[config.mk]
export PLATFORM = sky130hd
export DESIGN_NAME = client_queue_ctrl_flat
export DESIGN_NICKNAME = d
export VERILOG_FILES = /design/src/rtl/client_queue_pkg.sv /design/src/rtl/client_queue_ctrl_if.sv /design/src/rtl/client_queue_ctrl_sync_edge_det.sv /design/src/rtl/client_queue_ctrl.sv /design/src/flat_wrapper.sv
export SDC_FILE = /design/constraint.sdc
export NUM_CORES = 1
export LEC_CHECK = 0
export ABC_CLOCK_PERIOD_IN_PS = 1430
export CORE_MARGIN = 2
export CORE_UTILIZATION = 44
export DETAILED_ROUTE_END_ITERATION = 12
export PLACE_DENSITY = 0.77
export RECOVER_POWER = 50
export SYNTH_ARGS = -nofsm -noshare
export SYNTH_HDL_FRONTEND = slang
export SYNTH_SLANG_ARGS = --single-unit
[constraint.sdc]
create_clock -name clk -period 1.43 [get_ports clk]
set_clock_uncertainty 0.15 [all_clocks]
set_input_delay 0.143 -clock clk [delete_from_list [all_inputs] [get_ports clk]]
set_output_delay 0.143 -clock clk [all_outputs]
set_load 0.05 [all_outputs]
[src/rtl/client_queue_pkg.sv]
// rtl/client_queue_pkg.sv - shared types and constants for the client queue sequencer
package client_queue_pkg;

  typedef enum logic [1:0] {IDLE, ISSUE, SETTLE} state_t;

  localparam int DEF_MAX_CLIENTS = 7;
  localparam int DEF_SVC_TIME    = 5;

  // Smallest wait_time width that holds max_clients*svc_time without wrapping.
  function automatic int min_wt_bits(input int max_clients, input int svc_time);
    return $clog2(max_clients * svc_time + 1);
  endfunction

endpackage

[src/rtl/client_queue_ctrl_if.sv]
// rtl/client_queue_ctrl_if.sv - sensor, counter and status signals of the client queue sequencer
interface client_queue_ctrl_if #(
  parameter int BITS    = 3,
  parameter int WT_BITS = 6
);
  logic               arrive_in;
  logic               serve_in;
  logic [BITS-1:0]    cnt_q;
  logic               cnt_up;
  logic               cnt_down;
  logic               full;
  logic               empty;
  logic               rej_arrive;
  logic               rej_serve;
  logic               lost_evt;
  logic               busy;
  logic [WT_BITS-1:0] wait_time;

  modport master (
    input  arrive_in, serve_in, cnt_q,
    output cnt_up, cnt_down, full, empty, rej_arrive, rej_serve, lost_evt, busy, wait_time
  );

  modport slave (
    output arrive_in, serve_in, cnt_q,
    input  cnt_up, cnt_down, full, empty, rej_arrive, rej_serve, lost_evt, busy, wait_time
  );
endinterface

[src/rtl/client_queue_ctrl_sync_edge_det.sv]
// rtl/client_queue_ctrl_sync_edge_det.sv - two-flop synchronizer with rising-edge pulse
module sync_edge_det (
  input  logic clk,
  input  logic reset_n,
  input  logic async_in,
  output logic edge_pulse
);
  logic sync1;
  logic sync2;
  logic prev;

  always_ff @(posedge clk) begin
    if (!reset_n) begin
      sync1 <= 1'b0;
      sync2 <= 1'b0;
      prev  <= 1'b0;
    end else begin
      sync1 <= async_in;
      sync2 <= sync1;
      prev  <= sync2;
    end
  end

  assign edge_pulse = sync2 & ~prev;
endmodule

[src/rtl/client_queue_ctrl.sv]
// rtl/client_queue_ctrl.sv - turns arrival/service events into guarded up/down counter strobes
module client_queue_ctrl
  import client_queue_pkg::*;
#(
  parameter int BITS        = 3,
  parameter int MAX_CLIENTS = DEF_MAX_CLIENTS,
  parameter int SVC_TIME    = DEF_SVC_TIME,
  parameter int WT_BITS     = min_wt_bits(DEF_MAX_CLIENTS, DEF_SVC_TIME)
) (
  input logic                 clk,
  input logic                 reset_n,
  client_queue_ctrl_if.master bus
);
  localparam logic [BITS-1:0]    MAX_Q = BITS'(MAX_CLIENTS);
  localparam logic [WT_BITS-1:0] SVC_W = WT_BITS'(SVC_TIME);

  state_t state, state_nx;
  logic   arr_edge, srv_edge;
  logic   pend_arr, pend_srv;
  logic   take_arr, take_srv;
  logic   up_nx, down_nx, rej_arr_nx, rej_srv_nx;
  logic   at_top, at_zero;

  sync_edge_det u_arr (.clk(clk), .reset_n(reset_n), .async_in(bus.arrive_in), .edge_pulse(arr_edge));
  sync_edge_det u_srv (.clk(clk), .reset_n(reset_n), .async_in(bus.serve_in),  .edge_pulse(srv_edge));

  // Decisions treat any value at or above the ceiling as full so the counter can never wrap.
  assign at_top    = (bus.cnt_q >= MAX_Q);
  assign at_zero   = (bus.cnt_q == '0);
  assign bus.full  = (bus.cnt_q == MAX_Q);
  assign bus.empty = at_zero;
  assign bus.busy  = (state != IDLE);

  always_comb begin
    state_nx   = state;
    take_arr   = 1'b0;
    take_srv   = 1'b0;
    up_nx      = 1'b0;
    down_nx    = 1'b0;
    rej_arr_nx = 1'b0;
    rej_srv_nx = 1'b0;
    case (state)
      IDLE: begin
        if (pend_arr && pend_srv) begin
          // At a boundary only the legal direction goes first; the other flag waits its turn.
          if (at_zero) begin
            take_arr = 1'b1;
            up_nx    = 1'b1;
            state_nx = ISSUE;
          end else if (at_top) begin
            take_srv = 1'b1;
            down_nx  = 1'b1;
            state_nx = ISSUE;
          end else begin
            take_arr = 1'b1;
            take_srv = 1'b1;
          end
        end else if (pend_arr) begin
          take_arr = 1'b1;
          if (!at_top) begin
            up_nx    = 1'b1;
            state_nx = ISSUE;
          end else begin
            rej_arr_nx = 1'b1;
          end
        end else if (pend_srv) begin
          take_srv = 1'b1;
          if (!at_zero) begin
            down_nx  = 1'b1;
            state_nx = ISSUE;
          end else begin
            rej_srv_nx = 1'b1;
          end
        end
      end
      ISSUE:   state_nx = SETTLE;
      SETTLE:  state_nx = IDLE;
      default: state_nx = IDLE;
    endcase
  end

  always_ff @(posedge clk) begin
    if (!reset_n) begin
      state          <= IDLE;
      pend_arr       <= 1'b0;
      pend_srv       <= 1'b0;
      bus.cnt_up     <= 1'b0;
      bus.cnt_down   <= 1'b0;
      bus.rej_arrive <= 1'b0;
      bus.rej_serve  <= 1'b0;
      bus.lost_evt   <= 1'b0;
      bus.wait_time  <= '0;
    end else begin
      state          <= state_nx;
      pend_arr       <= (pend_arr & ~take_arr) | arr_edge;
      pend_srv       <= (pend_srv & ~take_srv) | srv_edge;
      bus.cnt_up     <= up_nx;
      bus.cnt_down   <= down_nx;
      bus.rej_arrive <= rej_arr_nx;
      bus.rej_serve  <= rej_srv_nx;
      bus.lost_evt   <= (arr_edge & pend_arr & ~take_arr) | (srv_edge & pend_srv & ~take_srv);
      bus.wait_time  <= WT_BITS'(bus.cnt_q) * SVC_W;
    end
  end
endmodule

[src/flat_wrapper.sv]
// flat-port wrapper written by rule: the top's interface ports become plain ports
module client_queue_ctrl_flat import client_queue_pkg::*;
#(
  parameter int BITS        = 3,
  parameter int MAX_CLIENTS = DEF_MAX_CLIENTS,
  parameter int SVC_TIME    = DEF_SVC_TIME,
  parameter int WT_BITS     = min_wt_bits(DEF_MAX_CLIENTS, DEF_SVC_TIME)
)
  (clk, reset_n, bus_arrive_in, bus_serve_in, bus_cnt_q, bus_cnt_up, bus_cnt_down, bus_full, bus_empty, bus_rej_arrive, bus_rej_serve, bus_lost_evt, bus_busy, bus_wait_time);
  client_queue_ctrl_if #(.BITS(BITS), .WT_BITS(WT_BITS)) bus_i ();
  input logic clk;
  input logic reset_n;
  input wire logic [$bits(bus_i.arrive_in)-1:0] bus_arrive_in;
  input wire logic [$bits(bus_i.serve_in)-1:0] bus_serve_in;
  input wire logic [$bits(bus_i.cnt_q)-1:0] bus_cnt_q;
  output wire logic [$bits(bus_i.cnt_up)-1:0] bus_cnt_up;
  output wire logic [$bits(bus_i.cnt_down)-1:0] bus_cnt_down;
  output wire logic [$bits(bus_i.full)-1:0] bus_full;
  output wire logic [$bits(bus_i.empty)-1:0] bus_empty;
  output wire logic [$bits(bus_i.rej_arrive)-1:0] bus_rej_arrive;
  output wire logic [$bits(bus_i.rej_serve)-1:0] bus_rej_serve;
  output wire logic [$bits(bus_i.lost_evt)-1:0] bus_lost_evt;
  output wire logic [$bits(bus_i.busy)-1:0] bus_busy;
  output wire logic [$bits(bus_i.wait_time)-1:0] bus_wait_time;
  assign bus_i.arrive_in = bus_arrive_in;
  assign bus_i.serve_in = bus_serve_in;
  assign bus_i.cnt_q = bus_cnt_q;
  assign bus_cnt_up = bus_i.cnt_up;
  assign bus_cnt_down = bus_i.cnt_down;
  assign bus_full = bus_i.full;
  assign bus_empty = bus_i.empty;
  assign bus_rej_arrive = bus_i.rej_arrive;
  assign bus_rej_serve = bus_i.rej_serve;
  assign bus_lost_evt = bus_i.lost_evt;
  assign bus_busy = bus_i.busy;
  assign bus_wait_time = bus_i.wait_time;
  client_queue_ctrl #(.BITS(BITS), .MAX_CLIENTS(MAX_CLIENTS), .SVC_TIME(SVC_TIME), .WT_BITS(WT_BITS)) u_core (.clk(clk), .reset_n(reset_n), .bus(bus_i));
endmodule
After elaboration in Yosys (flattened, before gate mapping)

Index checks and enable logic that the tools add are counted.

Register bits: 21
Input port bits: 7
Output and inout port bits: 14

Multipliers: 1
$lt $le $gt $ge: 1
Equal/unequal tests: 6
Mux-type cells: 26
Bitwise logic cells: 19
Reductions and logical operators: 8

Operator list:

| cell                                                                | number |
|---|---|
| 1-bit 2-to-1 mux                                                    | 18 |
| 2-bit 2-to-1 mux                                                    | 7 |
| 1-bit bitwise AND                                                   | 8 |
| 1-bit NOT                                                           | 8 |
| 3-bit by 3-bit multiplier with 6-bit output (second input constant) | 1 |
| 5-bit OR reduction                                                  | 1 |
| 4-bit by 1-bit != test with 1-bit output (second input constant)    | 1 |
| 4-bit by 2-bit != test with 1-bit output (second input constant)    | 1 |
| 4-bit by 3-bit != test with 1-bit output (second input constant)    | 1 |
| 4-bit != test (second input constant)                               | 1 |
| 2-bit case mux with 2 select lines                                  | 1 |
| 4-bit AND reduction                                                 | 1 |
| 4-bit OR reduction                                                  | 1 |
| 3-bit == test (second input constant)                               | 1 |
| 3-bit greater-or-equal comparator (second input constant)           | 1 |
| 3-bit logical NOT                                                   | 1 |
| 1-bit OR                                                            | 3 |
| 2-bit by 1-bit == test with 1-bit output (second input constant)    | 1 |
| 2-bit logical NOT                                                   | 1 |
| 2-bit AND reduction                                                 | 1 |
| 2-bit nonzero test                                                  | 1 |
| 1-bit logical AND                                                   | 1 |

Depth between registers and ports, before layout

Gate-level depths: netlist (run 1).

Depth after elaboration: 8
Depth in mapped cells: 4
Gate-level depth less buffers: 4

By module

A second synthesis (run 1) with hierarchy kept.

Cells, all modules: 73
Area total of the unflattened synthesis: 760.7 um^2

Modules (own cells, without submodules):

| module            | times used | cells each | area an instance (um^2) | sequential area each (um^2) |
|---|---|---|---|---|
| client_queue_ctrl | 1          | 59         | 575.6                   | 300.3 |
| sync_edge_det     | 2          | 7          | 92.6                    | 60.1 |

Least setup slack after synthesis (run 1)

Ideal clock, no wire load.

Path type: reg-to-reg
Start point: register u_core.state[1]
End point: register u_core.bus.cnt_up
Arrival time: 989 ps
Required time: 1180 ps
Setup slack: 191 ps
Cell stages (with the launch flop): 4
Buffers on the path: 0
Clock period less this slack: 1239 ps
Path through: dfxtp_1 nor2_1 nand2_1 a2111oi_4

Longest elaborated chain between the ends: 2

RTL lines:

| what                                 | RTL line                   | source |
|---|---|---|
| from (decl)                          | client_queue_ctrl.sv:17    | `state_t state, state_nx;` |
| from (signal assigned)               | client_queue_ctrl.sv:94    | `state <= state_nx;` |
| 2-bit logical NOT                    | client_queue_ctrl.sv:42    | `case (state)` |
| 2-bit AND reduction (no source line) | --                         |  |
| to (signal assigned)                 | client_queue_ctrl.sv:97    | `bus.cnt_up <= up_nx;` |
| to (decl)                            | client_queue_ctrl_if.sv:21 | `output cnt_up, cnt_down, full, empty, rej_arrive, rej_serve, lost_evt, busy, wait_time` |

Every way passes these cells.
A chain may end at the register's enable or synchronous reset.

Worst setup path after layout (run 1)

Start point: register u_core.state[1]
End point: output bus_busy

Longest elaborated chain between the ends: 1

RTL lines:

| what               | RTL line                | source |
|---|---|---|
| 2-bit nonzero test | client_queue_ctrl.sv:32 | `assign bus.busy = (state != IDLE);` |
| to (decl)          | flat_wrapper.sv:23      | `output wire logic [$bits(bus_i.busy)-1:0] bus_busy;` |

Every way passes these cells.

==> results of run 1 <==
[per-stage QoR]
step	utilization, %	power [mW]	TNS, ns
2_1_floorplan	-	0.7170	0
3_3_place_gp	73.52	0.8227	-1.878
3_5_place_dp	73.52	0.8282	-2.296
4_1_cts	76.57	1.104	0
5_1_grt	73.60	1.131	0
6_report	73.60	1.093	0
[repair_timing]
item | in CTS | in global routing
gates resized for setup | 7 | 4
buffers inserted | 2 | 0
endpoints found under the setup margin | 3 | 1
hold buffers | 0 | 0
pin swaps | 1 | 0
[cells by family after synthesis]
| kind of cell | count (synthesis) |
|---|---|
| buf+inv | 5 |
| compound gates | 10 |
| simple gates | 28 |
| fa+ha+maj | 3 |
| flops | 21 |
[routing by layer]
metal | GRT usage, % | vias up | wire (um)
li1 | - | 298 | -
met3 | 4.000 | 6 | 60
met1 | 18.84 | 279 | 591
met2 | 32.29 | 23 | 886
met4 | 8.235 | 0 | 48
met5 | 0 | - | 0
[worst max path at each step]
stage,slack (ns),endpoint,from
after floorplan,0.19,u_core.bus.cnt_up,u_core.state[1]
after global placement,-0.24,u_core.bus.wait_time[4],bus_cnt_q[0]
after detailed placement,-0.29,u_core.bus.wait_time[4],bus_cnt_q[0]
after CTS,0.01,bus_busy,u_core.state[0]
after global routing,0.01,bus_busy,u_core.state[1]
final,0.03,bus_busy,u_core.state[1]
[cell usage after synthesis]
master,number
a2111oi_4,1
a211o_1,1
a211oi_1,1
a21boi_0,1
a21boi_1,1
a21o_1,1
a21oi_1,1
and2_1,11
and2_2,1
clkbuf_1,1
dfxtp_1,21
ha_1,3
inv_1,4
nand2_1,2
nand2b_1,1
nand3_1,2
nand4_1,2
nor2_1,3
nor2b_1,1
nor3_1,1
nor4_1,1
nor4b_1,1
nor4b_2,1
o21a_1,1
o311ai_0,1
o31a_1,1
or3_4,1
[area by class of cell]
| class | instances | area share (%) |
|---|---|---|
| clock buffers | 3 | 1.963 |
| flip-flops and latches | 21 | 36.86 |
| inverters | 4 | 1.309 |
| well taps | 16 | 1.745 |
| multi-input cells | 41 | 28.14 |
| repair buffers | 29 | 29.55 |
| clock inverters | 1 | 0.4362 |
[report_power, final]
part           switching [mW]  leakage, nW  internal [mW]
sequential             0.0127        0.173          0.606
combinational           0.102        0.302         0.0882
clock                   0.180       0.0177          0.104
[critical path, stage by stage, from the launching register on]
cell and delay (ns):
dfxtp_2 0.40, nor2_4 0.06, buf_6 0.11, inv_1 0.07, buf_6 0.16
==> results.yml, run 1 <==
cells_and_area:
  area_growth_syn_to_layout_pct: 53.09
  design_area_um2: 1147
  largest_registers: "u_core.bus.wait_time: 6 flops, u_core.state: 2 flops"
  multiInputGateArea_um2: 322.8
  mostFrequentLayoutCells: "dfxtp_1, buf_12, buf_4, and2_1, and2_0"
  mostFrequentLayoutCell: "dfxtp_1"
  drive_gt1_share_pct: 36.36
  regArea_um2: 422.9
  nFillCells: 101
  diodes: 0
  largest_register_ffs: 6
  final_cells: 115
  top_register: "u_core.bus.wait_time"
  fin_nets: 110
synth:
  muxShareOfSynthArea_pct: 0
  synth_nets: 77
  synth_compound_area_share_pct: 12.85
  synth_simple_gate_area_share_pct: 23.54
  syn_inst: 67
  yosys_warnings: 0
  netlist_area_um2: 749.5
  synth_top_area_share_pct: 56.09
  yosys.cell_types.count: 27
  synth_area_leaders: "dfxtp_1, and2_1, ha_1"
  avgSynthCellArea_um2: 11.19
  synthAdderAreaFrac_pct: 5.008
  synth_xor_area_share_pct: 0
  ys_seq_elements: 21
  netlist.top_cell.by_area: "dfxtp_1"
  synth_top_family_by_area: "simple AND/OR/NAND/NOR gates"
  ys_seq_area_share_pct: 56.09
clock_network:
  cts.htree.levels: 1
  path_clk_slew_ns: 0.12
  cts_max_path_buffers: 2
  cts_tree: "yes"
  clock_sinks: 21
  cts_inserted_buffers: 3
  clkLatencyLatePin_ns: 0.30
  cts_root_buf: "clkbuf_4"
place:
  portBuffers: 20
  placed_cells: 109
  dp_slack_ns: -0.2897
  place_hpwl_um: 1158
  gp_congestion: 0.7827
  place_area_um2: 1146
sta:
  timing_max_transition_violations_final: 0
  timing.final.ws_setup_ns: 0.03486
  rsz0062_at_grt: "false"
  post-route-period-util_pct: 97.56
  relSlewSlack_pct: 70.27
  fin_crit_ns: 1.395
  whs_ns: 0.1562
  setup_viol: 0
  worst_pin_slew_ns: 0.4404
  max_clock_freq_ghz: 0.7168
  hold_violations: 0
critical_path:
  critPathKind: "register to output port"
  path_max_fanout: 4
  cp-start-kind: "register"
  reg2regPathDepth: 3
  critical_path.endpoint_type: "output port"
  crit_required_ns: 1.14
  regToRegSetupSlack_ns: 0.14
  r2r-start: "u_core.pend_arr"
  worst_r2r_endpoint: "u_core.bus.lost_evt"
  critical_path_arrival_ns: 1.10
floorplanning:
  die_w_um: 45.27
  die_height_um: 45.27
  rows: 14
  start_util_pct: 48.07
  fp.coreArea_um2: 1559
  die_area_um2: 2049
  num_io_pins: 21
global_route:
  grt_use_total_pct: 17.62
  grt_pass1_vias: 565
  grt_pass1_wl_um: 2490
  grt_max_degree: 18
  antenna_found_initial: 0
  globalRoute.totalOverflow: 0
job:
  cap_viol_max_count: 0
power_and_ir_drop:
  pwr_density_cell_nw_per_um2: 952.9
  vdd_drop_max_v: 0.0009691
  p_leak_nw: 0.4922
detailed_routing:
  drt_iter0_drc: 15
  drt-pass1-iter-count: 4
  via_per_inst: 5.270
  remaining_drc_errors: 0
  routedWlPerCell_um: 13.80
  vias: 606
  ant_nets: 0
  drt-total-wl_um: 1587
run_status:
  status: "finished, final reports clean"
worst_hold_path:
  hold_class: "primary input to register"
  min_from: "bus_cnt_q[0]"
  hold_depth: 2
  whs_endpoint: "u_core.bus.wait_time[0]"
Power figures use the tool's default switching activity.
==> run 2: changes to the inputs <==
- CTS_CLUSTER_SIZE: unset -> 25
==> results of run 2 <==
No change in the layout: final DEF, timing and power equal those of run 1.
